===== config.mk =====
export PLATFORM = sky130hd
export DESIGN_NAME = branch_predictor_flat
export DESIGN_NICKNAME = d
export VERILOG_FILES = /design/src/rtl/branch_predictor_if.sv /design/src/rtl/branch_predictor.sv /design/src/flat_wrapper.sv
export SDC_FILE = /design/constraint.sdc
export NUM_CORES = 1
export LEC_CHECK = 0
export BUFFER_PORTS_ARGS = -buffer_cell sky130_fd_sc_hd__buf_2
export CAP_MARGIN = 20
export CORE_AREA = 2 2 102 104
export CTS_BUF_LIST = sky130_fd_sc_hd__clkbuf_16
export DETAILED_ROUTE_END_ITERATION = 16
export DIE_AREA = 0 0 104 106
export GPL_TIMING_DRIVEN = 0
export PLACE_DENSITY_LB_ADDON = 0.15
export SYNTH_ARGS = -nofsm -noshare
export SYNTH_HDL_FRONTEND = slang
export SYNTH_SLANG_ARGS = --single-unit

===== constraint.sdc =====
create_clock -name clk -period 5.65 [get_ports clk]
set_input_delay 1.695 -clock clk [delete_from_list [all_inputs] [get_ports clk]]
set_output_delay 1.695 -clock clk [all_outputs]
set_load 0.02 [all_outputs]

===== src/rtl/branch_predictor_if.sv =====
// Fetch/execute-facing signal bundle of the branch predictor.
// The pipeline holds the master side and the predictor holds the slave side.
interface branch_predictor_if;
  logic [31:0] if_pc;
  logic        pred_taken;
  logic [31:0] pred_target;
  logic        ex_valid;
  logic        ex_is_branch;
  logic [31:0] ex_pc;
  logic        ex_br_en;
  logic [31:0] ex_target;
  logic        ex_pred_taken;
  logic [31:0] ex_pred_target;
  logic        mispredict;
  logic [31:0] redirect_pc;
  logic [31:0] branch_count;
  logic [31:0] mispredict_count;

  modport master (
    output if_pc, ex_valid, ex_is_branch, ex_pc, ex_br_en, ex_target,
           ex_pred_taken, ex_pred_target,
    input  pred_taken, pred_target, mispredict, redirect_pc,
           branch_count, mispredict_count
  );

  modport slave (
    input  if_pc, ex_valid, ex_is_branch, ex_pc, ex_br_en, ex_target,
           ex_pred_taken, ex_pred_target,
    output pred_taken, pred_target, mispredict, redirect_pc,
           branch_count, mispredict_count
  );
endinterface


===== src/rtl/branch_predictor.sv =====
// Direct-mapped 2-bit counter predictor with BTB, mispredict detection and perf counters.
// Define BRANCH_PREDICT_EN for the dynamic tables; otherwise static predict-not-taken.
module branch_predictor #(
  parameter int ENTRIES = 64
) (
  input  logic              clk,
  input  logic              rst,
  branch_predictor_if.slave bp
);

  logic        update;
  logic        mispredict;
  logic [31:0] branch_count_q,     branch_count_d;
  logic [31:0] mispredict_count_q, mispredict_count_d;

  // A branch resolving while rst is high is dropped entirely.
  assign update = bp.ex_valid & bp.ex_is_branch & ~rst;

`ifdef BRANCH_PREDICT_EN
  localparam int IDX  = $clog2(ENTRIES);
  localparam int TAGW = 30 - IDX;

  logic            valid_q  [ENTRIES];
  logic [1:0]      ctr_q    [ENTRIES];
  logic [TAGW-1:0] tag_q    [ENTRIES];
  logic [31:0]     target_q [ENTRIES];

  logic [IDX-1:0]  if_idx, ex_idx;
  logic [TAGW-1:0] if_tag, ex_tag;
  logic            if_hit, ex_hit;
  logic            pred_taken;
  logic [1:0]      ctr_d;
  logic [1:0]      unused_if_pc_lsb;

  assign if_idx = bp.if_pc[IDX+1:2];
  assign if_tag = bp.if_pc[31:IDX+2];
  assign ex_idx = bp.ex_pc[IDX+1:2];
  assign ex_tag = bp.ex_pc[31:IDX+2];
  assign unused_if_pc_lsb = bp.if_pc[1:0];

  assign if_hit = valid_q[if_idx] && (tag_q[if_idx] == if_tag);
  assign ex_hit = valid_q[ex_idx] && (tag_q[ex_idx] == ex_tag);

  assign pred_taken     = if_hit & ctr_q[if_idx][1] & ~rst;
  assign bp.pred_taken  = pred_taken;
  assign bp.pred_target = pred_taken ? target_q[if_idx] : 32'h0;

  // NOTE: every always_comb output gets a default first so no path infers a latch.
  always_comb begin
    ctr_d = bp.ex_br_en ? 2'b10 : 2'b01;
    if (ex_hit) begin
      if (bp.ex_br_en) ctr_d = (ctr_q[ex_idx] == 2'b11) ? 2'b11 : ctr_q[ex_idx] + 2'd1;
      else             ctr_d = (ctr_q[ex_idx] == 2'b00) ? 2'b00 : ctr_q[ex_idx] - 2'd1;
    end
  end

  // NOTE: sequential state uses non-blocking assignments only.
  always_ff @(posedge clk) begin
    if (rst) begin
      for (int i = 0; i < ENTRIES; i++) begin
        valid_q[i] <= 1'b0;
        ctr_q[i]   <= 2'b01;
      end
    end else if (update) begin
      valid_q[ex_idx] <= 1'b1;
      ctr_q[ex_idx]   <= ctr_d;
    end
  end

  // NOTE: tag/target storage is not reset; valid_q guards it, so it can map onto RAM.
  always_ff @(posedge clk) begin
    if (update) begin
      tag_q[ex_idx] <= ex_tag;
      if (!ex_hit || bp.ex_br_en) target_q[ex_idx] <= bp.ex_target;
    end
  end

  assign mispredict = update &
                      ((bp.ex_br_en != bp.ex_pred_taken) |
                       (bp.ex_br_en & (bp.ex_pred_target != bp.ex_target)));
  assign bp.redirect_pc = mispredict ? (bp.ex_br_en ? bp.ex_target : bp.ex_pc + 32'd4)
                                     : 32'h0;
`else
  logic unused_static;

  assign unused_static  = ^{bp.if_pc, bp.ex_pc, bp.ex_pred_taken, bp.ex_pred_target};
  assign bp.pred_taken  = 1'b0;
  assign bp.pred_target = 32'h0;
  assign mispredict     = update & bp.ex_br_en;
  assign bp.redirect_pc = mispredict ? bp.ex_target : 32'h0;
`endif

  assign bp.mispredict = mispredict;

  always_comb begin
    branch_count_d     = branch_count_q;
    mispredict_count_d = mispredict_count_q;
    if (update)     branch_count_d     = branch_count_q + 32'd1;
    if (mispredict) mispredict_count_d = mispredict_count_q + 32'd1;
  end

  always_ff @(posedge clk) begin
    if (rst) begin
      branch_count_q     <= 32'h0;
      mispredict_count_q <= 32'h0;
    end else begin
      branch_count_q     <= branch_count_d;
      mispredict_count_q <= mispredict_count_d;
    end
  end

  assign bp.branch_count     = branch_count_q;
  assign bp.mispredict_count = mispredict_count_q;

endmodule


===== src/flat_wrapper.sv =====
// flat-port wrapper written by rule: the top's interface ports become plain ports
module branch_predictor_flat 
#(
  parameter int ENTRIES = 64
)
  (clk, rst, bp_if_pc, bp_ex_valid, bp_ex_is_branch, bp_ex_pc, bp_ex_br_en, bp_ex_target, bp_ex_pred_taken, bp_ex_pred_target, bp_pred_taken, bp_pred_target, bp_mispredict, bp_redirect_pc, bp_branch_count, bp_mispredict_count);
  branch_predictor_if bp_i ();
  input  logic clk;
  input  logic rst;
  input wire logic [$bits(bp_i.if_pc)-1:0] bp_if_pc;
  input wire logic [$bits(bp_i.ex_valid)-1:0] bp_ex_valid;
  input wire logic [$bits(bp_i.ex_is_branch)-1:0] bp_ex_is_branch;
  input wire logic [$bits(bp_i.ex_pc)-1:0] bp_ex_pc;
  input wire logic [$bits(bp_i.ex_br_en)-1:0] bp_ex_br_en;
  input wire logic [$bits(bp_i.ex_target)-1:0] bp_ex_target;
  input wire logic [$bits(bp_i.ex_pred_taken)-1:0] bp_ex_pred_taken;
  input wire logic [$bits(bp_i.ex_pred_target)-1:0] bp_ex_pred_target;
  output wire logic [$bits(bp_i.pred_taken)-1:0] bp_pred_taken;
  output wire logic [$bits(bp_i.pred_target)-1:0] bp_pred_target;
  output wire logic [$bits(bp_i.mispredict)-1:0] bp_mispredict;
  output wire logic [$bits(bp_i.redirect_pc)-1:0] bp_redirect_pc;
  output wire logic [$bits(bp_i.branch_count)-1:0] bp_branch_count;
  output wire logic [$bits(bp_i.mispredict_count)-1:0] bp_mispredict_count;
  assign bp_i.if_pc = bp_if_pc;
  assign bp_i.ex_valid = bp_ex_valid;
  assign bp_i.ex_is_branch = bp_ex_is_branch;
  assign bp_i.ex_pc = bp_ex_pc;
  assign bp_i.ex_br_en = bp_ex_br_en;
  assign bp_i.ex_target = bp_ex_target;
  assign bp_i.ex_pred_taken = bp_ex_pred_taken;
  assign bp_i.ex_pred_target = bp_ex_pred_target;
  assign bp_pred_taken = bp_i.pred_taken;
  assign bp_pred_target = bp_i.pred_target;
  assign bp_mispredict = bp_i.mispredict;
  assign bp_redirect_pc = bp_i.redirect_pc;
  assign bp_branch_count = bp_i.branch_count;
  assign bp_mispredict_count = bp_i.mispredict_count;
  branch_predictor #(.ENTRIES(ENTRIES)) u_core (.clk(clk), .rst(rst), .bp(bp_i));
endmodule

==> impl_metrics.json, run 1 <==
{
  "ir_drop_mv": 0.1642,
  "fmax_mhz": 205.3,
  "synthXorXnorAreaFrac_pct": 4.642,
  "antenna_found_initial": 0,
  "clkPwrFrac_pct": 49.5,
  "syn_inst": 446,
  "timing.rr.start": "u_core.bp.branch_count[4]",
  "io_pins": 264,
  "worstPathArrival_ps": 3180,
  "fin_skew_ps": 7.146,
  "dp_hpwl_um": 9759,
  "ctsResizeCount": 0,
  "synth_edf_count": 0,
  "first_global_vias": 3473,
  "final_antenna_net_count": 0,
  "hold_path_end": "u_core.bp.branch_count[26]",
  "grt_pass1_wl_um": 18750,
  "synth_mux_area_share_pct": 2.478,
  "crit_required_ps": 3950,
  "setup_violations": 0,
  "drt_first_pass_iters": 5,
  "finalCriticalPeriod_ps": 4870,
  "synth_compound_area_share_pct": 11.34,
  "clock_sinks": 64,
  "wl_um": 12360,
  "drv_slew": 0,
  "final_nets": 758,
  "grt_max_degree": 11,
  "drive_gt1_share_pct": 30.30,
  "synthSimpleGateAreaFrac_pct": 33.96,
  "intPower_uw": 819.5,
  "r2r_cells": 5,
  "hold_class": "reg2reg",
  "p_sw_uw": 251.8,
  "final_common_cell": "buf_2",
  "worst_pin_slew_ps": 692.3,
  "p_leak_nw": 2.092,
  "clkTransAtPathRegs_ps": 50,
  "cp_max_fo": 10,
  "post_dp_cell_area_um2": 4541,
  "final_cell_mix": "buf_2 (134), dfxtp_1 (64), a21oi_1 (35), buf_4 (33), conb_1 (33)",
  "syn-cell-area_um2": 3585,
  "cp-end-kind": "output port",
  "maxCapViolCount": 0,
  "clk_latency_ps": 330,
  "crit_type": "in2out",
  "r2r_end": "u_core.bp.branch_count[21]",
  "numCtsBuffers": 9,
  "outcome": "finished, final reports clean",
  "tritoncts": "yes",
  "vias": 3918,
  "ys_seq_area_share_pct": 35.74,
  "start_util_pct": 35.85,
  "ys_ff_latch": 64,
  "async_flop_share_pct": 0,
  "tns_ps": 0,
  "min-delay-start": "u_core.bp.branch_count[26]",
  "die_h_um": 106,
  "seqPwrFrac_pct": 42.4,
  "synth_fa_ha_area_share_pct": 0.6981,
  "pwr_density_cell_nw_per_um2": 222.2,
  "power_frac_comb_pct": 8.0,
  "routed_via_density": 5.135,
  "syn_avg_cell_area_um2": 8.037,
  "report.final.hold_viol_count": 0,
  "area_growth_pct": 34.49,
  "startpoint_type": "input port",
  "switching_share_pct": 23.50,
  "min_path_cells": 2,
  "gr-usage-all-layers_pct": 21.92,
  "gp_congestion": 0.8372,
  "wl_per_cell_um": 16.20,
  "synth.distinct_cells": 34,
  "rsz0062_at_grt": "no",
  "synth_top_family_by_area": "simple AND/OR/NAND/NOR gates",
  "root_buffer": "clkbuf_16",
  "post_cts_buffers": 0,
  "num_rows": 37,
  "reg2reg_slack_ps": 3220,
  "dieWidth_um": 104,
  "core-area_um2": 10000,
  "relSlewSlack_pct": 53.42,
  "grt_overflow": 0,
  "cts_hold_buf": 0,
  "stdcell_area_um2": 4821,
  "drc_errors": 0,
  "clk_path_buf_depth": 2,
  "ys_warn_count": 0,
  "design.die.area_um2": 11020,
  "port_buffers": 133,
  "fillCellCount": 1056,
  "ys.flop_type": "dfxtp_1",
  "antennaDiodeCount": 0,
  "htree_levels": 3,
  "finalCritPeriodShare_pct": 86.20,
  "drt_iter0_markers": 203
}
==> cells in the mapped netlist, types with 3 or more instances <==
| cell type | n | area share (%) |
|---|---|---|
| a21oi_1 | 35 | 4.9 |
| and2_1 | 32 | 5.6 |
| and3_1 | 5 | 0.87 |
| and4_1 | 4 | 0.98 |
| buf_1 | 3 | 0.31 |
| buf_4 | 33 | 6.9 |
| clkbuf_1 | 18 | 1.9 |
| dfxtp_1 | 64 | 36 |
| inv_1 | 10 | 1.0 |
| mux2_2 | 7 | 2.2 |
| nand2_1 | 30 | 3.1 |
| nand3_1 | 26 | 3.6 |
| nand3b_1 | 3 | 0.63 |
| nand4_1 | 15 | 2.6 |
| nor2_1 | 29 | 3.0 |
| nor2b_1 | 5 | 0.87 |
| nor3_1 | 9 | 1.3 |
| nor4_1 | 13 | 2.3 |
| o21ai_0 | 10 | 1.4 |
| o31ai_1 | 23 | 4.8 |
| or3_1 | 7 | 1.2 |
| or4_1 | 32 | 6.7 |
| xnor2_1 | 12 | 2.9 |
| xor2_1 | 7 | 1.7 |
==> layout make-up <==
type / instances / area (um^2) / share of cell area (%)
Clock buffer: 9 / 225.2 / 4.672
Inverter: 11 / 41.29 / 0.8565
Buffer: 57 / 354.1 / 7.345
Timing Repair Buffer: 133 / 665.6 / 13.81
Sequential cell: 64 / 1281 / 26.58
Clock inverter: 7 / 55.05 / 1.142
Multi-Input combinational cell: 346 / 2028 / 42.07
Tap cell: 136 / 170.2 / 3.530
==> routing by layer <==
metal / track usage, % / share of wire (%)
met1: 32.93 / 49
met2: 30.83 / 41
met3: 5.334 / 9.6
met4: 6.178 / 0.90
met5: 0 / 0
==> worst max-delay path, stage by stage <==
cell and delay (ps):
buf_2 140, nand4b_1 240, buf_6 180, clkinv_1 140
clkbuf_1 260, and2_1 300, buf_2 210
==> state kept, by name (all words and copies together) (netlist names) <==
name and cells:
u_core.bp.mispredict_count 32, u_core.bp.branch_count 32
==> power groups by stage <==
stage	combinational (mW)	sequential [mW]	clock, mW
after CTS	0.0849	0.455	0.538
after floorplan	0.0570	0.465	0
after global routing	0.0923	0.455	0.559
final	0.0858	0.455	0.531
after global placement	0.0842	0.464	0
after detailed placement	0.0849	0.464	0
==> worst max path at each step <==
stage / startpoint / depth (start not counted) / end / slack, ps
detailed placement: rst / 7 / bp_redirect_pc[20] / 800
CTS: rst / 7 / bp_redirect_pc[20] / 800
global route: rst / 7 / bp_redirect_pc[27] / 690
global placement: rst / 7 / bp_redirect_pc[20] / 830
finish: rst / 7 / bp_redirect_pc[27] / 780
floorplan: rst / 5 / bp_redirect_pc[23] / 1160
==> metrics by stage <==
stage	total power, mW	hold WS (ps)	util [%]	setup slack (ps)	cells
finish	1.071	490.1	48.21	780.0	763
global route	1.106	514.9	48.21	694.2	763
CTS	1.078	493.7	48.21	803.6	763
detailed placement	0.5492	484.5	45.41	802.3	747
global placement	0.5485	472.4	45.41	830.4	747
floorplan	0.5224	546.8	-	1156	478
==> kinds of logic (layout without fill, tap and decap cells) <==
logic type,Yosys count,after routing
muxes,8,8
adders and majority gates,2,2
and+or+nand+nor,215,215
other,1,33
xor gates and xnor gates,19,19
buffers and inverters,68,217
DFF,64,64
AOI/OAI and AO/OA,69,69
Note: power is estimated with default switching activity, not from simulation.
==> inputs of run 2 (changes only) <==
--- a/config.mk
+++ b/config.mk
@@ -7,10 +7,10 @@
 export LEC_CHECK = 0
 export BUFFER_PORTS_ARGS = -buffer_cell sky130_fd_sc_hd__buf_2
 export CAP_MARGIN = 20
-export CORE_AREA = 2 2 102 104
+export CORE_AREA = 2 2 103 105
 export CTS_BUF_LIST = sky130_fd_sc_hd__clkbuf_16
 export DETAILED_ROUTE_END_ITERATION = 16
-export DIE_AREA = 0 0 104 106
+export DIE_AREA = 0 0 105 107
 export GPL_TIMING_DRIVEN = 0
 export PLACE_DENSITY_LB_ADDON = 0.15
 export SYNTH_ARGS = -nofsm -noshare
==> constraint.sdc (replaced) <==
create_clock -name clk -period 4.58 [get_ports clk]
set_input_delay 1.374 -clock clk [delete_from_list [all_inputs] [get_ports clk]]
set_output_delay 1.374 -clock clk [all_outputs]
set_load 0.02 [all_outputs]
==> run 2 against run 1 <==
Via count grew 1.0%. Clock-buffer cell count is the same. Clock power grew 46%. Global-route usage grew 0.15 points. Sequential power grew 23%. Critical path depth is the same. Register-to-register slack lost 1100 ps. Critical path type unchanged. Largest cell class unchanged.
==> impl_metrics.json, run 2 (same netlist as run 1, synthesis figures left out) <==
{
  "finalCriticalPeriod_ps": 4238,
  "r2r_end": "u_core.bp.branch_count[25]",
  "finalCritPeriodShare_pct": 92.53,
  "worstPathArrival_ps": 2860,
  "r2r_cells": 5,
  "htree_levels": 3,
  "design.die.area_um2": 11240,
  "worst_pin_slew_ps": 692.7,
  "place_ws_ps": 327.7,
  "dieWidth_um": 105,
  "first_global_vias": 3612,
  "rsz0062_at_grt": "no",
  "met3_usage_pct": 6.079,
  "clk_latency_ps": 330,
  "switching_share_pct": 21.79,
  "cp-end-kind": "output port",
  "clkTransAtPathRegs_ps": 50,
  "crit_required_ps": 3210,
  "setup_slack_ps": 341.9,
  "start_util_pct": 35.52,
  "clk_path_buf_depth": 2,
  "grt_overflow": 0,
  "io_pins": 264,
  "ir_drop_mv": 0.1966,
  "root_buffer": "clkbuf_16",
  "ctsResizeCount": 0,
  "post_cts_buffers": 0,
  "grtUsageMet2_pct": 31.96,
  "relSlewSlack_pct": 53.39,
  "core-area_um2": 10090,
  "pwr_density_cell_nw_per_um2": 295.4,
  "routed_via_density": 5.187,
  "tritoncts": "yes",
  "power_frac_comb_pct": 7.4,
  "wl_per_cell_um": 16.36,
  "drv_slew": 0,
  "maxCapViolCount": 0,
  "reg2reg_slack_ps": 2160,
  "report.final.hold_viol_count": 0,
  "gp_congestion": 0.8541,
  "dp_hpwl_um": 9910,
  "grt_use_met1_pct": 31.97,
  "setup_violations": 0,
  "antenna_found_initial": 0,
  "crit_type": "in2out",
  "grt_max_degree": 12,
  "port_buffers": 133,
  "grt_pass1_wl_um": 19100,
  "final_common_cell": "buf_2",
  "die_h_um": 107,
  "timing.rr.start": "u_core.bp.branch_count[4]",
  "drt_iter0_markers": 230,
  "drc_errors": 0,
  "p_leak_nw": 2.112,
  "fillCellCount": 1047,
  "fmax_mhz": 236.0,
  "final_nets": 758,
  "outcome": "finished, final reports clean",
  "fin_skew_ps": 6.911,
  "hold_class": "reg2reg",
  "seqPwrFrac_pct": 38.9,
  "drive_gt1_share_pct": 30.78,
  "utilization_pct": 48.33,
  "worstSetupStartpoint": "rst",
  "wl_um": 12490,
  "final_antenna_net_count": 0,
  "clock_sinks": 64,
  "clkPwrFrac_pct": 53.7,
  "cts_hold_buf": 0,
  "drt_first_pass_iters": 5,
  "final_cell_mix": "buf_2 (134), dfxtp_1 (64), a21oi_1 (35), buf_4 (33), conb_1 (33)",
  "cp_max_fo": 10,
  "vias": 3958,
  "num_rows": 37,
  "intPower_mw": 1.127,
  "gr-usage-all-layers_pct": 22.07,
  "area_growth_pct": 36.06,
  "startpoint_type": "input port",
  "tns_ps": 0,
  "numCtsBuffers": 9,
  "top_usage_layer": "met1",
  "antennaDiodeCount": 0,
  "p_sw_uw": 314.0,
  "crit_end": "bp_redirect_pc[20]"
}
run 2: changes by cell type in the layout (fill, tap and decap cells not counted), sizes merged:
cell,delta
clkinv,-2
inv,-1
clkinvlp,+1
bufinv,+2
run 2: power by group through the flow:
stage,Combinational (mW),Clock (mW),Sequential [mW]
2_1_floorplan,0.0704,0,0.574
3_3_place_gp,0.104,0,0.573
3_5_place_dp,0.105,0,0.573
4_1_cts,0.105,0.785,0.561
5_1_grt,0.115,0.812,0.561
6_report,0.106,0.774,0.561
run 2: routing by layer:
layer | vias up | share of wire (%)
li1 | 1902 | -
met1 | 1844 | 48
met2 | 206 | 41
met3 | 6 | 9.8
met4 | 0 | 0.64
met5 | - | 0
run 2: worst min-delay path by stage:
stage / startpoint / endpoint / depth (start not counted) / slack (ps)
finish: u_core.bp.branch_count[31] / u_core.bp.branch_count[31] / 2 / 490
global route: u_core.bp.branch_count[31] / u_core.bp.branch_count[31] / 2 / 500
CTS: u_core.bp.branch_count[31] / u_core.bp.branch_count[31] / 2 / 480
detailed placement: u_core.bp.branch_count[31] / u_core.bp.branch_count[31] / 2 / 480
global placement: u_core.bp.branch_count[31] / u_core.bp.branch_count[31] / 2 / 460
floorplan: u_core.bp.branch_count[21] / u_core.bp.branch_count[21] / 1 / 550
run 2: area by class of cell:
type | instances | area (um^2) | area share, %
clock inverters | 7 | 111.4 | 2.283
well taps | 136 | 170.2 | 3.489
clock buffers | 9 | 225.2 | 4.618
flip-flops and latches | 64 | 1281 | 26.27
multi-input cells | 346 | 2028 | 41.59
repair buffers | 133 | 665.6 | 13.65
plain buffers | 57 | 354.1 | 7.260
inverters | 11 | 41.29 | 0.8466
run 2: worst max-delay path, cell delays in order:
cell,delay [ps]
buf_2,130
nand4b_1,230
buf_6,180
clkinv_1,140
clkbuf_1,290
and2_1,300
buf_2,210
run 2: stage by stage:
step	cells	total power [mW]	cell area [um^2]	hold slack, ps
floorplan	478	0.6445	3705	546.8
global placement	747	0.6770	4541	461.8
detailed placement	747	0.6777	4541	476.9
CTS	763	1.451	4877	484.0
global route	763	1.487	4877	504.8
finish	763	1.441	4877	488.3
